### config.mk
export PLATFORM = sky130hd
export DESIGN_NAME = rotate_left_seq
export DESIGN_NICKNAME = d
export VERILOG_FILES = /design/src/rtl/rotate_left_seq.sv
export SDC_FILE = /design/constraint.sdc
export NUM_CORES = 1
export LEC_CHECK = 0
export BUFFER_PORTS_ARGS = -buffer_cell sky130_fd_sc_hd__buf_2
export CORE_ASPECT_RATIO = 1.75
export CORE_MARGIN = 2
export CORE_UTILIZATION = 54
export CTS_CLUSTER_SIZE = 24
export DETAILED_ROUTE_END_ITERATION = 10
export PLACE_DENSITY = 0.78
export SKIP_CTS_REPAIR_TIMING = 1
export SYNTH_ARGS = -nofsm -noshare
export SYNTH_HDL_FRONTEND = slang
export SYNTH_SLANG_ARGS = --single-unit
### constraint.sdc
create_clock -name clk -period 2.4 [get_ports clk]
set_clock_uncertainty 0.2 [all_clocks]
set_input_delay 0.24 -clock clk [delete_from_list [all_inputs] [get_ports clk]]
set_output_delay 0.24 -clock clk [all_outputs]
set_load 0.01 [all_outputs]
### src/rtl/rotate_left_seq.sv
// Iterative left rotator / logical left shifter driven by a start/done handshake.
// Define ROTL_DOUBLE_STEP_EN to advance two bit positions per RUN cycle when count allows.
module rotate_left_seq #(
   parameter int OPERAND_WIDTH = 16,
   parameter int SHAMT_WIDTH   = 4
) (
   input  logic                     clk,
   input  logic                     rst,
   input  logic                     start,
   input  logic [OPERAND_WIDTH-1:0] In,
   input  logic [SHAMT_WIDTH-1:0]   ShAmt,
   input  logic                     Mode,
   output logic                     ready,
   output logic                     busy,
   output logic                     done,
   output logic [OPERAND_WIDTH-1:0] result
);

   typedef enum logic [1:0] {
      S_IDLE = 2'd0,
      S_RUN  = 2'd1,
      S_DONE = 2'd2
   } state_t;

   state_t                   state_q;
   logic [OPERAND_WIDTH-1:0] wrk_q;
   logic [SHAMT_WIDTH-1:0]   cnt_q;
   logic                     mode_q;
   logic                     ready_q;
   logic                     busy_q;
   logic                     done_q;
   logic [OPERAND_WIDTH-1:0] result_q;

   logic [OPERAND_WIDTH-1:0] wrk_d;
   logic [SHAMT_WIDTH-1:0]   cnt_d;
   logic                     step2;

   // One position left; Mode 0 wraps the MSB into the LSB, Mode 1 fills with zero.
   function automatic logic [OPERAND_WIDTH-1:0] rotl1(
      input logic [OPERAND_WIDTH-1:0] x,
      input logic                     zero_fill
   );
      return {x[OPERAND_WIDTH-2:0], (zero_fill ? 1'b0 : x[OPERAND_WIDTH-1])};
   endfunction

   always_comb begin
      step2 = 1'b0;
`ifdef ROTL_DOUBLE_STEP_EN
      step2 = (cnt_q >= SHAMT_WIDTH'(2));
`else
      step2 = 1'b0;
`endif
      wrk_d = rotl1(wrk_q, mode_q);
      cnt_d = cnt_q - SHAMT_WIDTH'(1);
      if (step2) begin
         wrk_d = rotl1(wrk_d, mode_q);
         cnt_d = cnt_q - SHAMT_WIDTH'(2);
      end
   end

   always_ff @(posedge clk) begin
      if (rst) begin
         state_q  <= S_IDLE;
         wrk_q    <= '0;
         cnt_q    <= '0;
         mode_q   <= 1'b0;
         ready_q  <= 1'b1;
         busy_q   <= 1'b0;
         done_q   <= 1'b0;
         result_q <= '0;
      end else begin
         done_q <= 1'b0;
         case (state_q)
            S_IDLE, S_DONE: begin
               if (start) begin
                  wrk_q  <= In;
                  cnt_q  <= ShAmt;
                  mode_q <= Mode;
                  // A zero amount skips RUN entirely and returns the operand unchanged.
                  if (ShAmt == '0) begin
                     state_q  <= S_DONE;
                     done_q   <= 1'b1;
                     result_q <= In;
                     ready_q  <= 1'b1;
                     busy_q   <= 1'b0;
                  end else begin
                     state_q <= S_RUN;
                     ready_q <= 1'b0;
                     busy_q  <= 1'b1;
                  end
               end else begin
                  state_q <= S_IDLE;
                  ready_q <= 1'b1;
                  busy_q  <= 1'b0;
               end
            end
            S_RUN: begin
               wrk_q <= wrk_d;
               cnt_q <= cnt_d;
               if (cnt_d == '0) begin
                  state_q  <= S_DONE;
                  done_q   <= 1'b1;
                  result_q <= wrk_d;
                  ready_q  <= 1'b1;
                  busy_q   <= 1'b0;
               end
            end
            default: begin
               state_q <= S_IDLE;
               ready_q <= 1'b1;
               busy_q  <= 1'b0;
            end
         endcase
      end
   end

   assign ready  = ready_q;
   assign busy   = busy_q;
   assign done   = done_q;
   assign result = result_q;

endmodule

Yosys cells after proc, flatten, opt, wreduce, memory -nomap -nowiden
Index checks and enable logic that the tools add are counted.
W data, S select, Z words.
{"block": "totals", "regBits": 42, "latch_bits": 0, "ram_bits": 0, "mem_bits_ro": 0, "out_inout_bits": 19, "wordCells": 46, "n_memories": 0}
{"block": "classes", "addsub": 1, "n_mul": 0, "div_mod_pow": 0, "order_cmp": 0, "eq_ne": 5, "shifts": 0, "n_mux": 24, "bitwise_logic": 0, "reduce_logical": 8}
{"operator": "$mux W16", "count": 4}
{"operator": "$pmux W16 S2", "count": 2}
{"operator": "$mux W1", "count": 9}
{"operator": "$logic_not A4 Y1", "count": 2}
{"operator": "$pmux W4 S2", "count": 1}
{"operator": "$mux W2", "count": 3}
{"operator": "$ne A2 B2 Y1 const B", "count": 3}
{"operator": "$pmux W1 S2", "count": 3}
{"operator": "$mux W4", "count": 1}
{"operator": "$pmux W2 S2", "count": 1}
{"operator": "$reduce_and A2 Y1", "count": 2}
{"operator": "$reduce_and A4 Y1", "count": 1}
{"operator": "$sub A4 B1 Y4 const B", "count": 1}
{"operator": "$eq A2 B1 Y1 const B", "count": 1}
{"operator": "$eq A2 B2 Y1 const B", "count": 1}
{"operator": "$logic_not A2 Y1", "count": 1}
{"operator": "$reduce_bool A2 Y1", "count": 1}
{"operator": "$reduce_or A2 Y1", "count": 1}

Logic depth before layout (Yosys ltp)
Gate-level depths: netlist (run 1).
{"block": "logic_depth", "word_depth": 4, "mapped_depth": 9, "depth_no_buf": 7}

Worst setup path after synthesis (run 1)
No wires, ideal clock.
{"block": "synth_path", "kind": "reg2reg", "startpoint": "reg cnt_q[0]", "endpoint": "reg result_q[7], in the netlist result[7]", "setup_ns": 0.128, "t_arrival_ns": 1.654, "t_required_ns": 2.072, "setup_slack_ns": 0.419, "stages_incl_launch_ff": 10, "period_less_slack_ns": 1.981, "path_cell_list": "dfxtp_1 inv_1 ha_1 nand2_1 o21ai_4 and2_1 clkbuf_2 buf_4 a221oi_1 nor2_1"}
{"block": "synth_between", "elab_chain_cells": 4}
{"element": "from (decl)", "line": "27", "text": "logic [SHAMT_WIDTH-1:0] cnt_q;"}
{"element": "from (signal assigned)", "line": "77", "text": "cnt_q <= ShAmt;"}
{"element": "from (signal assigned)", "line": "99", "text": "cnt_q <= cnt_d;"}
{"element": "$sub A4 B1 Y4", "line": "54", "text": "cnt_d = cnt_q - SHAMT_WIDTH'(1);"}
{"element": "$logic_not A4 Y1", "line": "100", "text": "if (cnt_d == '0) begin"}
{"element": "$ne A2 B2 Y1 (no source line)"}
{"element": "$reduce_and A4 Y1 (no source line)"}
{"element": "to (signal assigned)", "line": "83", "text": "result_q <= In;"}
{"element": "to (signal assigned)", "line": "103", "text": "result_q <= wrk_d;"}
{"element": "to (decl)", "line": "32", "text": "logic [OPERAND_WIDTH-1:0] result_q;"}
Every way passes these cells.
A chain may end at the register's enable or synchronous reset.

Final worst setup path (run 1)
{"block": "layout_path", "startpoint": "reg cnt_q[0]", "endpoint": "reg result_q[0], in the netlist result[0]"}
The elaborated chain is that of the path after synthesis.

==> flow_summary.ini, run 1 <==
[critical_path]
critPathCaptureType = flop
worstSetupPathDepth = 8
timing.critical_path.from_type = flop
worst_ep_arrival_time_ps = 2050
worst-endpoint-required_ps = 2360
timing.critical_path.buf_inv = 2
slowest_delay_ps = 410
cell_family_with_most_cp_delay = simple AND/OR/NAND/NOR gates
worst_case_register_to_register_setup_slack_ps = 310
timing.critical_path.fanout_max = 18
slowest_stage = dfxtp_1
r2r-start = cnt_q[0]
timing_worst_setup_path_type = reg2reg
crit_path_cell_trace = inv_1 -> ha_1 -> nor2b_1 -> and4_1 -> a211oi_4 -> buf_12 -> a221oi_1 -> nor2_1
critical_path.reg2reg.endpoint = result[0]
worst_setup_path_end = result[0]
worstSetupStartpoint = cnt_q[0]
timing.reg2reg.worst_path_depth = 8

[grt]
first_global_vias = 1783
initial_antenna_violation_count = 0
first_pass_grt_wire_length_um = 7980
grt_util_all_layers = 0.243
grt.met1_usage = 0.279
global_route.peak_usage_layer = met2
overflow = 0
use_met3 = 0.0463
global_route.usage.met2 = 0.423
maximum_number_of_pins_on_one_net_before_global_route_repair = 43

[sta]
grt_setup_unrepaired = false
finalSetupViolations = 0
worst_slew_margin_relative_to_its_limit = 0.514
min_period_ps = 2090
fin_setup_tns_ps = 0
layout_worst_path_cycle_share = 0.873
fmax_ghz = 0.477
postLayoutSetupSlackWorst_ps = 306
final_max_slew_viol_count = 0
measured_slew_at_the_worst_slew_check_pin_ps = 730
hold_viol = 1
timing.hold.ws_ps = -3.65

[placed_design]
gp_congestion = 0.823
place.port_buffers = 42
placed_area_mm2 = 0.00225
place.detailed.hpwl_um = 3150
dp_slack_ps = 156

[power_and_ir_drop]
power_frac_seq = 0.528
switchingPower_w = 0.000446
static-leakage-power_nw = 0.988
p_clk_frac = 0.288
swShare = 0.297
power.internal_w = 0.00106
power_frac_comb = 0.183
vdd_drop_max_uv = 416
power_density_mw_per_mm2 = 641
totalPowerFinal_w = 0.00150

[drt]
routed-via-count = 1868
drt_pre_antenna_iters = 6
via_per_inst = 6.05
drc_violation_total_after_the_first_tritonroute_iteration = 99
detail_route.wl_per_cell_um = 15.9
finalWirelength_um = 4930
antenna_violating_nets_post_route = 0
remaining_drc_errors = 0

[final_layout]
layout-drive-gt1-share = 0.270
antenna_cells = 0
fin_area_mm2 = 0.00234
most-common-layout-cells = 42 x dfxtp_1, 42 x buf_2, 39 x nand2_1, 39 x nor2_1
num-nets-final = 289
area_growth_syn_to_layout_pct = 16.5

[floorplanning]
rows = 29
starting_utilization_of_the_core_area = 0.560
io_pins = 43
floorplan.die_area_mm2 = 0.00425
die_width_um = 50.2
coreArea_mm2 = 0.00359
chipHeight_um = 84.8

[cts]
max-clock-path-buffers = 2
worstSkewPairLatency_ps = 290
numClockSinks = 42
tritoncts = built
clock_buffers_created_by_tritoncts = 5
path_clk_slew_ps = 80
ctsRootBufferMaster = clkbuf_8
htree_num_levels = 2

[status]
outcome = complete, but fails checks
violations = hold timing

[job]
max_cap_violations = 0

[yosys]
synthesized_area_mm2 = 0.00201
synth_top_area_share = 0.418
yosys_warnings = 0
postSynthNetCount = 252
synth_area_leaders = dfxtp_1 42%, a32o_1 8.0%, nand2_1 7.3%, nor2_1 7.3%, a311oi_1 7.0%
netlist-cell-type-count = 33
synth_area_per_cell_um2 = 8.91
post_synth_inst_count = 226
seq_area_frac_synth = 0.418
synth_largest_area_cell = dfxtp_1
synth_seq_cells = 42

[hold_path]
holdCritPathClass = in2reg
[per-layer routing]
| metal | share of wire | routed length, um |
|---|---|---|
| met3 | 0.053 | 260 |
| met4 | 0.013 | 63 |
| met1 | 0.41 | 2040 |
| met2 | 0.52 | 2570 |
| met5 | 0 | 0 |
[how the worst min path moves through the flow]
stage | to | from | cells past startpoint | slack (ps)
2_1_floorplan | mode_q | Mode | 2 | 180
4_1_cts | mode_q | Mode | 3 | -20
3_5_place_dp | mode_q | mode_q | 2 | 250
6_report | cnt_q[0] | ShAmt[0] | 3 | -4
5_1_grt | cnt_q[0] | ShAmt[0] | 3 | 20
3_3_place_gp | mode_q | mode_q | 2 | 250
[per-stage QoR]
stage,util,cells,hold slack [ps]
after floorplan,-,226,176
after global placement,0.627,301,247
after detailed placement,0.627,301,251
after CTS,0.649,308,-16.7
after global routing,0.653,309,18.3
final,0.653,309,-3.65
[power groups by stage]
stage          registers, W  logic (W)  clock network (W)
3_3_place_gp       0.000809   0.000265                  0
5_1_grt            0.000801   0.000304           0.000474
3_5_place_dp       0.000809   0.000270                  0
6_report           0.000794   0.000276           0.000433
2_1_floorplan      0.000802   0.000186                  0
4_1_cts            0.000793   0.000272           0.000445
[flip-flops by register name, summed over array words and instances (netlist names)]
register  flops
mode_q        1
wrk_q        16
done          1
ready         1
result       16
cnt_q         4
busy          1
state_q       2
[synthesized netlist by cell type, drive strengths merged]
cell type  count
nor3           1
clkbuf        12
o21bai         1
o21a           1
a21oi          3
a221oi        16
a211oi         3
a32o          16
a222oi         2
ha             2
o21ai          5
nor2          40
and2           1
and4           1
nand2b         3
nor2b          5
dfxtp         42
a311oi        16
or4            1
and3           2
nand2         39
buf            9
a311o          1
inv            4
[worst reg2reg max path, stage by stage (launching register included)]
cell	delay, ps
dfxtp_1	410
inv_1	60
ha_1	270
nor2b_1	150
and4_1	270
a211oi_4	60
buf_12	170
a221oi_1	300
nor2_1	70
[area by class of cell]
type,count,area (um2)
clock inverters,1,7.51
repair buffers,51,293
clock buffers,6,72.6
inverters,4,15.0
multi-input cells,159,1060
well taps,46,57.6
fillers,315,1250
flip-flops and latches,42,841
[logic make-up after synthesis]
| logic type | synth area share |
|---|---|
| and+or+nand+nor | 0.203 |
| AOI/OAI and AO/OA | 0.309 |
| DFF | 0.418 |
| buffers and inverters | 0.0578 |
| adders and majority gates | 0.0124 |
No activity file was read; power rests on OpenSTA's default activity.
==> run 2, diff against run 1 <==
--- a/config.mk
+++ b/config.mk
@@ -6,13 +6,14 @@
 export NUM_CORES = 1
 export LEC_CHECK = 0
 export BUFFER_PORTS_ARGS = -buffer_cell sky130_fd_sc_hd__buf_2
-export CORE_ASPECT_RATIO = 1.75
+export CORE_ASPECT_RATIO = 0.9
 export CORE_MARGIN = 2
-export CORE_UTILIZATION = 54
+export CORE_UTILIZATION = 50
 export CTS_CLUSTER_SIZE = 24
 export DETAILED_ROUTE_END_ITERATION = 10
-export PLACE_DENSITY = 0.78
+export PLACE_DENSITY = 0.73
 export SKIP_CTS_REPAIR_TIMING = 1
 export SYNTH_ARGS = -nofsm -noshare
 export SYNTH_HDL_FRONTEND = slang
 export SYNTH_SLANG_ARGS = --single-unit
+export TNS_END_PERCENT = 100
==> run 2 against run 1 <==
  * Sequential share of layout area hardly changed
  * Via count shrank 2.5%
  * The flow still finishes with violations (hold timing)
  * First-iteration DRC count increased by 24%
  * Largest power group unchanged
  * Critical endpoint unchanged
  * Worst setup slack got worse by 86 ps
==> flow_summary.ini, run 2 (synthesis results as in run 1) <==
[critical_path]
cell_family_with_most_cp_delay = buffers and inverters
slowest_stage = or4_4
critPathCaptureType = flop
timing.critical_path.from_type = primary input
timing_worst_setup_path_type = in2reg
worst_ep_arrival_time_ps = 2140
crit_path_cell_trace = dlygate4sd3_1 -> buf_2 -> or4_4 -> nor2_8 -> a211oi_4 -> buf_4 -> a221oi_1 -> nor2_1
timing.critical_path.fanout_max = 8
slowest_delay_ps = 550
timing.critical_path.buf_inv = 3
worst-endpoint-required_ps = 2360

[drt]
via_per_inst = 5.88
met3_length_um = 300
antenna_violating_nets_post_route = 0
route.met2.wl_um = 2010
drc_violation_total_after_the_first_tritonroute_iteration = 123
highest-signal-layer = met4
detail_route.wirelength.met1_um = 2280
routed-via-count = 1822
drt_pre_antenna_iters = 4
detail_route.wl_per_cell_um = 15.1
remaining_drc_errors = 0
finalWirelength_um = 4690

[grt]
overflow = 0
first_pass_grt_wire_length_um = 7800
first_global_vias = 1681
maximum_number_of_pins_on_one_net_before_global_route_repair = 43
initial_antenna_violation_count = 0
grt_util_all_layers = 0.218

[cts]
max-clock-path-buffers = 2
worstSkewPairLatency_ps = 300
clock_buffers_created_by_tritoncts = 5
path_clk_slew_ps = 80
tritoncts = built
numClockSinks = 42
ctsRootBufferMaster = clkbuf_8
htree_num_levels = 2

[floorplanning]
die_width_um = 70.9
io_pins = 43
floorplan.die_area_mm2 = 0.00455
rows = 21
starting_utilization_of_the_core_area = 0.532
chipHeight_um = 64.2
coreArea_mm2 = 0.00378

[final_layout]
most-common-layout-cells = 42 x dfxtp_1, 42 x buf_2, 39 x nand2_1, 39 x nor2_1
area_growth_syn_to_layout_pct = 16.6
layout-drive-gt1-share = 0.277
antenna_cells = 0
num-nets-final = 289

[status]
outcome = complete, but fails checks
violations = hold timing

[power_and_ir_drop]
swShare = 0.297
switchingPower_w = 0.000459
p_clk_frac = 0.316
static-leakage-power_nw = 0.992
power_frac_comb = 0.169
power_frac_seq = 0.515
power.internal_w = 0.00108
power_density_mw_per_mm2 = 657
vdd_drop_max_uv = 378

[job]
max_cap_violations = 0

[sta]
worst_slew_margin_relative_to_its_limit = 0.501
grt_setup_unrepaired = false
timing.hold.ws_ps = -4.89
hold_viol = 1
measured_slew_at_the_worst_slew_check_pin_ps = 749
fin_setup_tns_ps = 0
layout_worst_path_cycle_share = 0.909
postLayoutSetupSlackWorst_ps = 219
finalSetupViolations = 0
final_max_slew_viol_count = 0
fmax_ghz = 0.459
min_period_ps = 2180

[placed_design]
place.detailed.hpwl_um = 2980
gp_congestion = 0.834
dp_slack_ps = 39.3
place.port_buffers = 42

[hold_path]
holdCritPathClass = in2reg
[run 2: worst paths after layout]
kind,startpoint,end,slack (ps),cells past startpoint
setup / recovery,ShAmt[0],result[0],220,8
hold / removal,Mode,mode_q,-5,3
setup reg to reg,cnt_q[1],result[3],330,7
hold reg to reg,mode_q,mode_q,260,2
[run 2: final cells by class]
| class | instances | area [um2] |
|---|---|---|
| clock inverter | 2 | 12.5 |
| fill | 353 | 1440 |
| tap | 46 | 57.6 |
| multi-input combinational | 159 | 1060 |
| inverter | 4 | 15.0 |
| timing repair buffer | 51 | 280 |
| clock buffer | 6 | 82.6 |
| sequential | 42 | 841 |
[run 2: layer usage]
metal / GRT usage / up-vias
met2: 0.340 / 56
met4: 0.106 / 0
met1: 0.283 / 848
li1: - / 910
met5: 0 / -
met3: 0.0489 / 8
[run 2: power groups by stage]
stage	clock, W	combinational, W	sequential, W
global placement	0	0.000256	0.000809
detailed placement	0	0.000258	0.000809
CTS	0.000490	0.000259	0.000794
global route	0.000525	0.000295	0.000802
finish	0.000487	0.000261	0.000795
floorplan	0	0.000186	0.000802
[run 2: stage by stage]
stage / cells / total power [W] / area, um2 / utilization
after floorplan: 226 / 0.000988 / 2010 / -
after global placement: 299 / 0.00107 / 2220 / 0.588
after detailed placement: 299 / 0.00107 / 2220 / 0.588
after CTS: 307 / 0.00154 / 2320 / 0.613
after global routing: 310 / 0.00162 / 2350 / 0.620
final: 310 / 0.00154 / 2350 / 0.620
[run 2: tightest hold or removal path, stage by stage]
cell	delay (ps)
buf_2	100
nand2_1	50
a21oi_1	50
==> run 3, diff against run 2 <==
--- a/config.mk
+++ b/config.mk
@@ -11,6 +11,7 @@
 export CORE_UTILIZATION = 50
 export CTS_CLUSTER_SIZE = 24
 export DETAILED_ROUTE_END_ITERATION = 10
+export MAX_ROUTING_LAYER = met4
 export PLACE_DENSITY = 0.73
 export SKIP_CTS_REPAIR_TIMING = 1
 export SYNTH_ARGS = -nofsm -noshare
==> run 3 against run 2 <==
  * The run still ends with hold timing left
  * Via count shrank 0.27%
  * Core utilization unchanged
  * Count of clock-buffer cells in the layout did not move
  * Sequential share of layout area unchanged
  * Register-to-register slack about the same
  * Critical path type unchanged
  * Critical endpoint unchanged
==> flow_summary.ini, run 3 (synthesis results as in run 1) <==
[critical_path]
worstSetupStartpoint = ShAmt[0]
timing.critical_path.from_type = primary input
worst-endpoint-required_ps = 2360
timing.critical_path.fanout_max = 8
timing.critical_path.buf_inv = 3
crit_path_cell_trace = dlygate4sd3_1 -> buf_2 -> or4_4 -> nor2_8 -> a211oi_4 -> buf_4 -> a221oi_1 -> nor2_1
worst_ep_arrival_time_ps = 2140
critPathCaptureType = flop
slowest_stage = or4_4
cell_family_with_most_cp_delay = buffers and inverters
timing.reg2reg.worst_path_depth = 7
worst_setup_path_end = result[0]
worst_case_register_to_register_setup_slack_ps = 320
worstSetupPathDepth = 8
critical_path.reg2reg.endpoint = result[3]
r2r-start = cnt_q[1]
slowest_delay_ps = 550
timing_worst_setup_path_type = in2reg

[drt]
via_per_inst = 5.86
drt_pre_antenna_iters = 4
routed-via-count = 1817
remaining_drc_errors = 0
drc_violation_total_after_the_first_tritonroute_iteration = 122
finalWirelength_um = 4660
antenna_violating_nets_post_route = 0
detail_route.wl_per_cell_um = 15.0

[grt]
initial_antenna_violation_count = 0
first_pass_grt_wire_length_um = 7800
first_global_vias = 1682
overflow = 0
grt_util_all_layers = 0.225
maximum_number_of_pins_on_one_net_before_global_route_repair = 43

[cts]
numClockSinks = 42
worstSkewPairLatency_ps = 300
ctsRootBufferMaster = clkbuf_8
htree_num_levels = 2
max-clock-path-buffers = 2
tritoncts = built
path_clk_slew_ps = 80
clock_buffers_created_by_tritoncts = 5

[power_and_ir_drop]
power_frac_comb = 0.170
power_density_mw_per_mm2 = 658
power.internal_w = 0.00108
p_clk_frac = 0.316
vdd_drop_max_uv = 381
static-leakage-power_nw = 0.992
switchingPower_w = 0.000459
swShare = 0.298
power_frac_seq = 0.515

[floorplanning]
starting_utilization_of_the_core_area = 0.532
coreArea_mm2 = 0.00378
floorplan.die_area_mm2 = 0.00455
chipHeight_um = 64.2
die_width_um = 70.9
io_pins = 43
rows = 21

[sta]
worst_slew_margin_relative_to_its_limit = 0.506
hold_viol = 1
min_period_ps = 2170
final_max_slew_viol_count = 0
timing.hold.ws_ps = -6.51
grt_setup_unrepaired = false
finalSetupViolations = 0
measured_slew_at_the_worst_slew_check_pin_ps = 740
postLayoutSetupSlackWorst_ps = 226
fmax_ghz = 0.460
fin_setup_tns_ps = 0
layout_worst_path_cycle_share = 0.906

[final_layout]
sequential_cell_area_um2 = 841
antenna_cells = 0
num-nets-final = 289
area_growth_syn_to_layout_pct = 16.6
most-common-layout-cells = 42 x dfxtp_1, 42 x buf_2, 39 x nand2_1, 39 x nor2_1
finish.utilization = 0.620
filler_instances = 353
multi_input_comb_area_mm2 = 0.00106
layout-drive-gt1-share = 0.277

[status]
outcome = complete, but fails checks
violations = hold timing

[job]
max_cap_violations = 0

[placed_design]
place.detailed.hpwl_um = 2980
dp_slack_ps = 39.3
gp_congestion = 0.847
place.port_buffers = 42

[hold_path]
holdCritPathClass = in2reg
[run 3: cell counts in the layout (fill, tap and decap cells not counted)]
No cell type changed its count.
[run 3: worst min path at each step]
stage,startpoint,end,slack [ps],cells after the start
global route,Mode,mode_q,1,3
finish,Mode,mode_q,-7,3
global placement,mode_q,mode_q,240,2
CTS,Mode,mode_q,-10,3
detailed placement,mode_q,mode_q,250,2
floorplan,Mode,mode_q,180,2
[run 3: metrics by stage]
stage,total power [W],cell area [um2],cells
2_1_floorplan,0.000988,2010,226
3_3_place_gp,0.00107,2220,299
3_5_place_dp,0.00107,2220,299
4_1_cts,0.00154,2320,307
5_1_grt,0.00163,2350,310
6_report,0.00154,2350,310
[run 3: final cells by class]
| cell class | instances | share of cell area |
|---|---|---|
| multi-input cells | 159 | 0.451 |
| flip-flops and latches | 42 | 0.358 |
| repair buffers | 51 | 0.119 |
| clock buffers | 6 | 0.0352 |
| well taps | 46 | 0.0245 |
| inverters | 4 | 0.00640 |
| clock inverters | 2 | 0.00533 |
[run 3: power groups by stage]
stage          Clock [W]  Sequential, W  Combinational, W
2_1_floorplan          0       0.000802          0.000186
3_3_place_gp           0       0.000809          0.000256
3_5_place_dp           0       0.000809          0.000258
4_1_cts         0.000490       0.000794          0.000259
5_1_grt         0.000529       0.000802          0.000295
6_report        0.000487       0.000795          0.000262
[run 3: tightest hold or removal path, stage by stage]
cell	delay, ps
buf_2	100
nand2_1	50
a21oi_1	50
[run 3: per-layer routing]
layer / track usage / wire length (um)
met4: 0.0849 / 59
met5: - / 0
met2: 0.340 / 2050
met1: 0.283 / 2310
met3: 0.0678 / 241
